**src/rtl/vga_pkg.sv**
```systemverilog
// -----------------------------------------------------------------------------
// vga_pkg
//   Shared constants for the VGA timing block: the default 640x480@60Hz timing
//   set (100 MHz system clock, 25 MHz pixel rate), the derived line/frame
//   totals and sync window bounds, the counter and colour widths, and the
//   packed record that carries the per-pixel timing flags down the pipeline.
// -----------------------------------------------------------------------------
package vga_pkg;

  localparam int CNT_W = 10;  // h_cnt / v_cnt width, fixed
  localparam int RGB_W = 12;  // {R4,G4,B4}

  localparam int DEF_CLK_DIV = 4;
  localparam int DEF_H_DISP  = 640;
  localparam int DEF_H_FP    = 16;
  localparam int DEF_H_SYNC  = 96;
  localparam int DEF_H_BP    = 48;
  localparam int DEF_V_DISP  = 480;
  localparam int DEF_V_FP    = 10;
  localparam int DEF_V_SYNC  = 2;
  localparam int DEF_V_BP    = 33;
  localparam int DEF_RD_LAT  = 1;

  localparam int DEF_H_TOTAL      = DEF_H_DISP + DEF_H_FP + DEF_H_SYNC + DEF_H_BP;  // 800
  localparam int DEF_V_TOTAL      = DEF_V_DISP + DEF_V_FP + DEF_V_SYNC + DEF_V_BP;  // 525
  localparam int DEF_H_SYNC_START = DEF_H_DISP + DEF_H_FP;                          // 656
  localparam int DEF_H_SYNC_END   = DEF_H_SYNC_START + DEF_H_SYNC;                  // 752
  localparam int DEF_V_SYNC_START = DEF_V_DISP + DEF_V_FP;                          // 490
  localparam int DEF_V_SYNC_END   = DEF_V_SYNC_START + DEF_V_SYNC;                  // 492

  // Sync flags are active-low; vld marks active video.
  typedef struct packed {
    logic hs;
    logic vs;
    logic vld;
  } timing_t;

  // Idle value of a timing record: both syncs deasserted, no active video.
  localparam timing_t TIMING_IDLE = '{hs: 1'b1, vs: 1'b1, vld: 1'b0};

endpackage

```
**src/rtl/vga_delay_line.sv**
```systemverilog
// -----------------------------------------------------------------------------
// vga_delay_line
//   DEPTH-stage shift register with asynchronous active-low reset to a
//   per-bit reset value. DEPTH = 0 degenerates to a plain wire.
// Ports
//   clk      in   1      clock
//   rst      in   1      asynchronous reset, active-low
//   data     in   WIDTH  value entering the line
//   delayed  out  WIDTH  value leaving the line, DEPTH clocks later
// -----------------------------------------------------------------------------
module vga_delay_line #(
  parameter int               WIDTH   = 1,
  parameter int               DEPTH   = 1,
  parameter logic [WIDTH-1:0] RST_VAL = '0
) (
  input  logic             clk,
  input  logic             rst,
  input  logic [WIDTH-1:0] data,
  output logic [WIDTH-1:0] delayed
);

  if (DEPTH == 0) begin : g_wire
    assign delayed = data;
  end else begin : g_pipe
    logic [WIDTH-1:0] stage [DEPTH];

    always_ff @(posedge clk or negedge rst) begin
      if (!rst) begin
        for (int i = 0; i < DEPTH; i++) stage[i] <= RST_VAL;
      end else begin
        stage[0] <= data;
        for (int i = 1; i < DEPTH; i++) stage[i] <= stage[i-1];
      end
    end

    assign delayed = stage[DEPTH-1];
  end

endmodule

```
**src/rtl/vga_timing_ctrl.sv**
```systemverilog
// -----------------------------------------------------------------------------
// vga_timing_ctrl
//   VGA timing generator: pixel-tick divider, horizontal/vertical counters,
//   sync and active-video decode, realignment of those flags to the pixel
//   memory read latency, and the registered colour/sync outputs.
// Ports
//   clk          in   1   system clock
//   rst          in   1   asynchronous reset, active-low
//   h_cnt        out  10  horizontal position, 0..H_TOTAL-1 (to address generator)
//   v_cnt        out  10  vertical position, 0..V_TOTAL-1 (to address generator)
//   pix_tick     out  1   one-clock strobe per pixel period
//   frame_start  out  1   one-clock strobe after the (last,last)->(0,0) wrap
//   rgb_in       in   12  pixel data from memory, RD_LAT clocks after address
//   vga_rgb      out  12  registered colour, zero outside active video
//   hsync        out  1   horizontal sync, active-low
//   vsync        out  1   vertical sync, active-low
// -----------------------------------------------------------------------------
module vga_timing_ctrl
  import vga_pkg::*;
#(
  parameter int CLK_DIV = DEF_CLK_DIV,
  parameter int H_DISP  = DEF_H_DISP,
  parameter int H_FP    = DEF_H_FP,
  parameter int H_SYNC  = DEF_H_SYNC,
  parameter int H_BP    = DEF_H_BP,
  parameter int V_DISP  = DEF_V_DISP,
  parameter int V_FP    = DEF_V_FP,
  parameter int V_SYNC  = DEF_V_SYNC,
  parameter int V_BP    = DEF_V_BP,
  parameter int RD_LAT  = DEF_RD_LAT
) (
  input  logic             clk,
  input  logic             rst,
  output logic [CNT_W-1:0] h_cnt,
  output logic [CNT_W-1:0] v_cnt,
  output logic             pix_tick,
  output logic             frame_start,
  input  logic [RGB_W-1:0] rgb_in,
  output logic [RGB_W-1:0] vga_rgb,
  output logic             hsync,
  output logic             vsync
);

  localparam int H_TOTAL = H_DISP + H_FP + H_SYNC + H_BP;
  localparam int V_TOTAL = V_DISP + V_FP + V_SYNC + V_BP;
  localparam int DIV_W   = (CLK_DIV > 1) ? $clog2(CLK_DIV) : 1;

  localparam logic [DIV_W-1:0] DIV_LAST = DIV_W'(CLK_DIV - 1);
  localparam logic [CNT_W-1:0] H_LAST   = CNT_W'(H_TOTAL - 1);
  localparam logic [CNT_W-1:0] V_LAST   = CNT_W'(V_TOTAL - 1);
  localparam logic [CNT_W-1:0] H_ACT    = CNT_W'(H_DISP);
  localparam logic [CNT_W-1:0] V_ACT    = CNT_W'(V_DISP);
  localparam logic [CNT_W-1:0] H_SS     = CNT_W'(H_DISP + H_FP);
  localparam logic [CNT_W-1:0] H_SE     = CNT_W'(H_DISP + H_FP + H_SYNC);
  localparam logic [CNT_W-1:0] V_SS     = CNT_W'(V_DISP + V_FP);
  localparam logic [CNT_W-1:0] V_SE     = CNT_W'(V_DISP + V_FP + V_SYNC);

  // The counters are 10 bits wide; larger timing sets cannot be represented.
  if (H_TOTAL > 1024 || V_TOTAL > 1024) begin : g_bad_total
    $error("vga_timing_ctrl: H_TOTAL/V_TOTAL exceed 1024");
  end
  if (RD_LAT < 0 || RD_LAT > 3) begin : g_bad_lat
    $error("vga_timing_ctrl: RD_LAT must be 0..3");
  end
  if (CLK_DIV < 1) begin : g_bad_div
    $error("vga_timing_ctrl: CLK_DIV must be at least 1");
  end

  logic [DIV_W-1:0] div;
  timing_t          timing_p0;
  timing_t          timing_p1;

  // Divider: pix_tick is registered, so it rises one clock after div hits
  // its last value and the first tick lands CLK_DIV clocks after reset.
  always_ff @(posedge clk or negedge rst) begin
    if (!rst) begin
      div      <= '0;
      pix_tick <= 1'b0;
    end else begin
      div      <= (div == DIV_LAST) ? '0 : div + 1'b1;
      pix_tick <= (div == DIV_LAST);
    end
  end

  // Position counters, advancing once per pixel tick.
  always_ff @(posedge clk or negedge rst) begin
    if (!rst) begin
      h_cnt       <= '0;
      v_cnt       <= '0;
      frame_start <= 1'b0;
    end else begin
      frame_start <= pix_tick && (h_cnt == H_LAST) && (v_cnt == V_LAST);
      if (pix_tick) begin
        if (h_cnt == H_LAST) begin
          h_cnt <= '0;
          v_cnt <= (v_cnt == V_LAST) ? '0 : v_cnt + 1'b1;
        end else begin
          h_cnt <= h_cnt + 1'b1;
        end
      end
    end
  end

  // ---- stage p0: raw timing decoded from the counters ----
  always_comb begin
    timing_p0     = TIMING_IDLE;
    timing_p0.hs  = !((h_cnt >= H_SS) && (h_cnt < H_SE));
    timing_p0.vs  = !((v_cnt >= V_SS) && (v_cnt < V_SE));
    timing_p0.vld = (h_cnt < H_ACT) && (v_cnt < V_ACT);
  end

  // ---- stage p1: timing delayed to line up with rgb_in for the same address ----
  vga_delay_line #(
    .WIDTH   ($bits(timing_t)),
    .DEPTH   (RD_LAT),
    .RST_VAL (TIMING_IDLE)
  ) u_align (
    .clk     (clk),
    .rst     (rst),
    .data    (timing_p0),
    .delayed (timing_p1)
  );

  // ---- output register: syncs and gated colour ----
  always_ff @(posedge clk or negedge rst) begin
    if (!rst) begin
      hsync   <= 1'b1;
      vsync   <= 1'b1;
      vga_rgb <= '0;
    end else begin
      hsync   <= timing_p1.hs;
      vsync   <= timing_p1.vs;
      vga_rgb <= timing_p1.vld ? rgb_in : '0;
    end
  end

endmodule
```
**config.mk**
```make
export PLATFORM = sky130hd
export DESIGN_NAME = vga_timing_ctrl
export DESIGN_NICKNAME = d
export VERILOG_FILES = /design/src/rtl/vga_pkg.sv /design/src/rtl/vga_delay_line.sv /design/src/rtl/vga_timing_ctrl.sv
export SDC_FILE = /design/constraint.sdc
export NUM_CORES = 1
export LEC_CHECK = 0
export CAP_MARGIN = 40
export CORE_MARGIN = 10
export CORE_UTILIZATION = 43
export DETAILED_ROUTE_END_ITERATION = 8
export PLACE_DENSITY = 0.74
export SLEW_MARGIN = 20
export SYNTH_ARGS = -nofsm -noshare
export SYNTH_HDL_FRONTEND = slang
export SYNTH_SLANG_ARGS = --single-unit
```
**constraint.sdc**
```tcl
create_clock -name clk -period 1.65 [get_ports clk]
set_input_delay 0.4125 -clock clk [delete_from_list [all_inputs] [get_ports clk]]
set_output_delay 0.4125 -clock clk [all_outputs]
set_load 0.03 [all_outputs]
```
==> results.yml, run 1 <==
clock_tree:
  tritoncts: "built"
  clock_sinks: 41
  clockRootBuffer: "clkbuf_8"
  clock_path_buffers: 2
  hold_buffers: 0
  clock_latency_ns: 0.29
  cts_max_level: 2
  clkSlewWorstSetupHoldPaths_ns: 0.08
  cts_buffers: 5
sta:
  final-hold-violation-count: 0
  period_share: 0.977
  fin_ws_ns: 0.0378
  totalNegativeSetupSlack_ns: 0
  finalSetupViolCount: 0
  relSlewSlack: 0.661
  fmax_mhz: 620
  slew_violations: 0
  final.setup_skew_ns: 0.00884
  rsz0062_at_grt: "true"
  finalCriticalPeriod_ns: 1.61
  tightest_slew_ns: 0.509
power_and_ir_drop:
  ir_drop_uv: 437
  share_seq_of_total_power: 0.555
  clkPwrFrac: 0.385
  p_comb_frac: 0.061
  leakage_nw: 1.24
  p_sw_w: 0.000399
  internal-power_w: 0.00145
  swShare: 0.216
  p_per_area_mw_per_mm2: 727
logic_synthesis:
  ys_warn_count: 0
  synth_edf_count: 0
  syn_nets: 167
  synth_top_family_by_area: "simple AND/OR/NAND/NOR gates"
  syn_avg_cell_area_um2: 12.4
  synth_most_common_cell: "dfrtp_1"
  synthAdderAreaFrac: 0.0413
  synth_common_cells: "dfrtp_1 (37), and2_1 (12), nand3_1 (8), xnor2_1 (8), nor2_1 (7)"
  ys_top_cells_by_area: "dfrtp_1 (51%), dfstp_2 (5.8%), and2_1 (4.1%), ha_1 (4.1%), xnor2_1 (3.9%)"
  syn_inst: 147
  ys_seq_elements: 41
  yosysSeqAreaShare: 0.567
  synth.distinct_cells: 40
  synth_top_area_share: 0.509
  synth_xor_xnor_area_share: 0.0626
  async_flop_share: 1.00
  yosys.area.top_type: "dfrtp_1"
  ys.flop_type: "dfrtp_1"
  netlist_area_mm2: 0.00182
  yosys.area_share.simple: 0.274
  synth.area.mux_share: 0.00550
  synth_compound_area_frac: 0.0296
finish:
  layout-drive-gt1-share: 0.266
  post-route-util: 0.625
  diodes: 0
  final_area_mm2: 0.00254
  area_delta_synth_final_pct: 39.5
  fillers: 344
  fin_nets: 237
grt:
  grt_max_degree: 42
  grt_pass1_wl_um: 6880
  grtUsageTotal: 0.118
  grt_pass1_vias: 1402
  gr-total-overflow: 0
  antenna_found_initial: 0
setup_path:
  cp_slowest_cell: "or4_4"
  cp.arrival_ns: 1.79
  critPathLaunchType: "flop"
  path_delay_family: "simple AND/OR/NAND/NOR gates"
  cp_max_fo: 5
  slowest_delay_ns: 0.54
  critPathBufInv: 1
  worstSetupEndpointType: "flop"
  path_cells: "inv_2 > ha_1 > nand4_1 > or4_4 > nor2_8 > nor4_2"
  crit_type: "reg -> reg"
  required_ns: 1.83
floorplan:
  num_rows: 23
  io_pins: 50
  start_util: 0.448
  die-area_mm2: 0.00723
  core_area_mm2: 0.00406
  fp.dieW_um: 85.0
  fp.dieH_um: 85.0
route:
  ant_nets: 0
  wl_per_cell_um: 15.8
  first_iter_violations: 59
  vias_per_cell: 5.03
  drc: 0
  dr_total_vias: 1348
  first_pass_iters: 4
  wl_um: 4220
run:
  drv_cap: 0
placed_design:
  io_buffers: 49
  pre_cts_ws_ns: 0.0324
  placed_area_mm2: 0.00247
  dp_hpwl_um: 3280
  place_congestion: 0.833
min_path:
  hp-class: "in -> async"
outcome:
  status: "finished, final reports clean"
## area by class of cell
| type | count | area [um2] | area share |
|---|---|---|---|
| repair buffers | 65 | 559 | 0.220 |
| well taps | 50 | 62.6 | 0.0247 |
| clock buffers | 7 | 96.3 | 0.0380 |
| flip-flops and latches | 41 | 1040 | 0.409 |
| multi-input cells | 98 | 753 | 0.297 |
| inverters | 6 | 22.5 | 0.00888 |
| clock inverters | 1 | 5.00 | 0.00197 |
## kinds of logic (layout without fill, tap and decap cells)
group                      Yosys count  count (layout)
AOI/OAI and AO/OA                    9               9
xor gates and xnor gates            13              13
adders and majority gates            6               6
buffers and inverters                8              79
DFF                                 41              41
muxes                                1               1
and+or+nand+nor                     69              69
## power by group through the flow
stage          sequential, W  clock [W]  combinational (W)
5_1_grt              0.00102   0.000779           0.000121
6_report             0.00102   0.000710           0.000112
3_3_place_gp         0.00104          0           0.000123
3_5_place_dp         0.00104          0           0.000126
2_1_floorplan        0.00107          0         0.00000987
4_1_cts              0.00102   0.000727           0.000115
## stage by stage
step                cells  total power, W  hold WS [ns]
floorplan             147         0.00108         0.117
global placement      259         0.00116         0.348
detailed placement    259         0.00117         0.351
CTS                   267         0.00187         0.174
global route          268         0.00192         0.193
finish                268         0.00184         0.158
## layout by cell type (no fill, tap or decap), drive strengths merged, types with 2 or more instances in the layout
cell / netlist / layout
clkdlybuf4s50: 0 / 12
ha: 6 / 6
buf: 1 / 19
and2: 13 / 13
and4: 4 / 4
inv: 6 / 6
nor3: 2 / 2
dfrtp: 37 / 37
nand3: 10 / 10
o21a: 2 / 2
and3: 4 / 4
o21ai: 5 / 5
nand4: 6 / 6
dfstp: 4 / 4
clkbuf: 1 / 7
dlygate4sd2: 0 / 33
nor2: 13 / 13
xnor2: 8 / 8
xor2: 5 / 5
nor4: 3 / 3
nand2: 5 / 5
## registers in the layout, summed over array words and instances, names as in the netlist
name             count
h_cnt               10
vga_rgb             12
div                  2
u_align.delayed      3
v_cnt               10
pix_tick             1
frame_start          1
vsync                1
hsync                1
## path summary, 6_finish.rpt
check	from	endpoint	slack, ns	cells past startpoint
max in group asynchronous	rst	v_cnt[5]	1.10	2
worst min-delay path	rst	div[0]	0.16	2
min in group clk	u_align.delayed[1]	vsync	0.36	0
worst max-delay path	v_cnt[0]	v_cnt[9]	0.04	6
worst max register to register	v_cnt[0]	v_cnt[9]	0.04	6
worst min register to register	u_align.delayed[1]	vsync	0.36	0
## timing repair
item	4_1_cts	5_1_grt
buffers inserted	0	1
resized for setup	34	1
endpoints found under the setup margin	34	5
pin swaps	0	0
## per-layer routing
metal / vias to the layer above / GRT usage / wire length [um]
met5: - / 0 / 0
met3: 4 / 0.0497 / 261
li1: 651 / - / -
met2: 37 / 0.202 / 2170
met4: 0 / 0.0404 / 39
met1: 656 / 0.127 / 1750
No activity file was read; power rests on OpenSTA's default activity.
==> run 2: changes to the inputs <==
--- a/config.mk
+++ b/config.mk
@@ -7,10 +7,10 @@
 export LEC_CHECK = 0
 export CAP_MARGIN = 40
 export CORE_MARGIN = 10
-export CORE_UTILIZATION = 43
+export CORE_UTILIZATION = 55
 export DETAILED_ROUTE_END_ITERATION = 8
-export PLACE_DENSITY = 0.74
-export SLEW_MARGIN = 20
+export DONT_BUFFER_PORTS = 1
+export PLACE_DENSITY = 0.71
 export SYNTH_ARGS = -nofsm -noshare
 export SYNTH_HDL_FRONTEND = slang
 export SYNTH_SLANG_ARGS = --single-unit
==> run 2 against run 1 <==
Setup slack better by 0.0013 ns. Sequential share of layout area up 7.4 points. Critical path depth unchanged. Die area down 17%. Non-clock buffer count down 39. Wire length down 11%. Fmax about the same. Clock skew up 0.0016 ns. Critical endpoint unchanged. Highest routed layer unchanged.
==> results.yml, run 2 (synthesized netlist as in run 1, its figures left out) <==
route:
  vias_per_cell: 5.52
  first_iter_violations: 100
  ant_nets: 0
  first_pass_iters: 4
  drc: 0
  wl_um: 3750
  wl_per_cell_um: 16.8
  dr_total_vias: 1231
floorplan:
  core_area_mm2: 0.00310
  fp.dieW_um: 77.5
  io_pins: 50
  num_rows: 20
  die-area_mm2: 0.00601
  start_util: 0.586
  fp.dieH_um: 77.5
power_and_ir_drop:
  swShare: 0.248
  share_seq_of_total_power: 0.659
  p_per_area_mw_per_mm2: 747
  internal-power_w: 0.00121
  p_comb_frac: 0.022
  clkPwrFrac: 0.319
  p_sw_w: 0.000397
  ir_drop_uv: 487
  leakage_nw: 0.989
sta:
  period_share: 0.976
  final-hold-violation-count: 0
  fmax_mhz: 621
  fin_ws_ns: 0.0391
  finalSetupViolCount: 0
  finalCriticalPeriod_ns: 1.61
  relSlewSlack: 0.803
  final.setup_skew_ns: 0.0104
  rsz0062_at_grt: "true"
  tightest_slew_ns: 0.291
  totalNegativeSetupSlack_ns: 0
  slew_violations: 0
finish:
  area_delta_synth_final_pct: 18.0
  post-route-util: 0.692
  diodes: 0
  top_register: "vga_rgb"
  top_regs: "vga_rgb (12), h_cnt (10), v_cnt (10)"
  final_common_cell: "dfrtp_1"
  fin_nets: 198
  seqCellArea_mm2: 0.00104
  layout_common_cells: "dfrtp_1 (31), buf_4 (24), and2_1 (12)"
  layout-drive-gt1-share: 0.369
  fillers: 252
  multi_input_area_um2: 758
  largest_reg_flops: 12
run:
  drv_cap: 0
grt:
  grtUsageTotal: 0.133
  grt_use_met2: 0.222
  gr-total-overflow: 0
  antenna_found_initial: 0
  gr-usage-met3: 0.0634
  grt.met1_usage: 0.148
  grt.busiest_layer: "met2"
  grt_pass1_vias: 1249
  grt_max_degree: 42
  grt_pass1_wl_um: 6480
setup_path:
  slowest_delay_ns: 0.56
  cp.arrival_ns: 1.86
  worstSetupEndpointType: "flop"
  path_cells: "inv_2 > ha_1 > nand4_1 > or4_4 > nor2_8 > nor4_2"
  critPathLaunchType: "flop"
  required_ns: 1.90
  cp_max_fo: 5
  critPathBufInv: 1
  crit_type: "reg -> reg"
  reg2reg_slack_ns: 0.04
  cp_slowest_cell: "or4_4"
  path_delay_family: "simple AND/OR/NAND/NOR gates"
clock_tree:
  tritoncts: "built"
  cts_max_level: 2
  clkSlewWorstSetupHoldPaths_ns: 0.13
  clock_latency_ns: 0.35
  clockRootBuffer: "clkbuf_4"
  cts_buffers: 5
  clock_sinks: 41
  clock_path_buffers: 2
placed_design:
  pre_cts_ws_ns: 0.0425
  dp_hpwl_um: 2980
  place_congestion: 0.785
  io_buffers: 0
min_path:
  hp-class: "in -> reg"
outcome:
  status: "finished, final reports clean"
[run 2: cell types whose count changed in the layout (fill, tap and decap cells not counted), sizes merged, moves of 2 or more]
cell	before	now
clkbuf	7	5
dlygate4sd2	33	0
buf	19	25
clkdlybuf4s50	12	0
[run 2: path summary, 6_finish.rpt]
check / startpoint / endpoint / cells past startpoint
worst min-delay path: rgb_in[8] / vga_rgb[8] / 1
min in group asynchronous: rst / vga_rgb[10] / 2
worst min register to register: u_align.delayed[1] / vsync / 0
worst max-delay path: v_cnt[0] / v_cnt[9] / 6
max in group asynchronous: rst / u_align.delayed[1] / 2
worst max register to register: v_cnt[0] / v_cnt[9] / 6
[run 2: metal layers]
metal	wire, um	vias to the layer above
li1	-	574
met1	1400	615
met2	1980	36
met3	319	6
met4	44	0
met5	0	-
[run 2: power by group through the flow]
| stage | sequential (W) | clock, W | combinational (W) |
|---|---|---|---|
| after CTS | 0.00106 | 0.000528 | 0.0000379 |
| after global placement | 0.00108 | 0 | 0.0000104 |
| after floorplan | 0.00107 | 0 | 0.00000987 |
| after global routing | 0.00106 | 0.000585 | 0.0000427 |
| after detailed placement | 0.00108 | 0 | 0.0000108 |
| final | 0.00106 | 0.000511 | 0.0000360 |
[run 2: metrics by stage]
| step | cells | instance area [um2] | hold WS, ns | power [W] |
|---|---|---|---|---|
| global route | 223 | 2150 | 0.150 | 0.00169 |
| floorplan | 147 | 1830 | 0.117 | 0.00108 |
| global placement | 212 | 2040 | 0.118 | 0.00109 |
| finish | 223 | 2150 | 0.183 | 0.00160 |
| detailed placement | 212 | 2040 | 0.118 | 0.00109 |
| CTS | 222 | 2130 | 0.167 | 0.00162 |
[run 2: worst register-to-register path: stages (launching register included)]
cell     delay [ns]
dfrtp_2        0.44
inv_2          0.07
ha_1           0.14
nand4_1        0.10
or4_4          0.56
nor2_8         0.15
nor4_2         0.06
[run 2: repair_timing]
action | CTS | global route
setup buffers | 0 | 1
resized for setup | 0 | 2
setup endpoints to repair | 0 | 6
hold buffers | 2 | 0
endpoints found under the hold margin | 41 | 0
[run 2: final cells by class]
cell class | count | share of cell area
repair buffers | 26 | 0.0979
flip-flops and latches | 41 | 0.484
clock inverters | 3 | 0.0117
clock buffers | 5 | 0.0175
well taps | 44 | 0.0256
inverters | 6 | 0.0105
multi-input cells | 98 | 0.353
==> run 3: changes to the inputs <==
--- a/config.mk
+++ b/config.mk
@@ -11,6 +11,7 @@
 export DETAILED_ROUTE_END_ITERATION = 8
 export DONT_BUFFER_PORTS = 1
 export PLACE_DENSITY = 0.71
+export SLEW_MARGIN = 20
 export SYNTH_ARGS = -nofsm -noshare
 export SYNTH_HDL_FRONTEND = slang
 export SYNTH_SLANG_ARGS = --single-unit
==> results of run 3 <==
Final layout, timing and power as in run 2 (identical DEF).
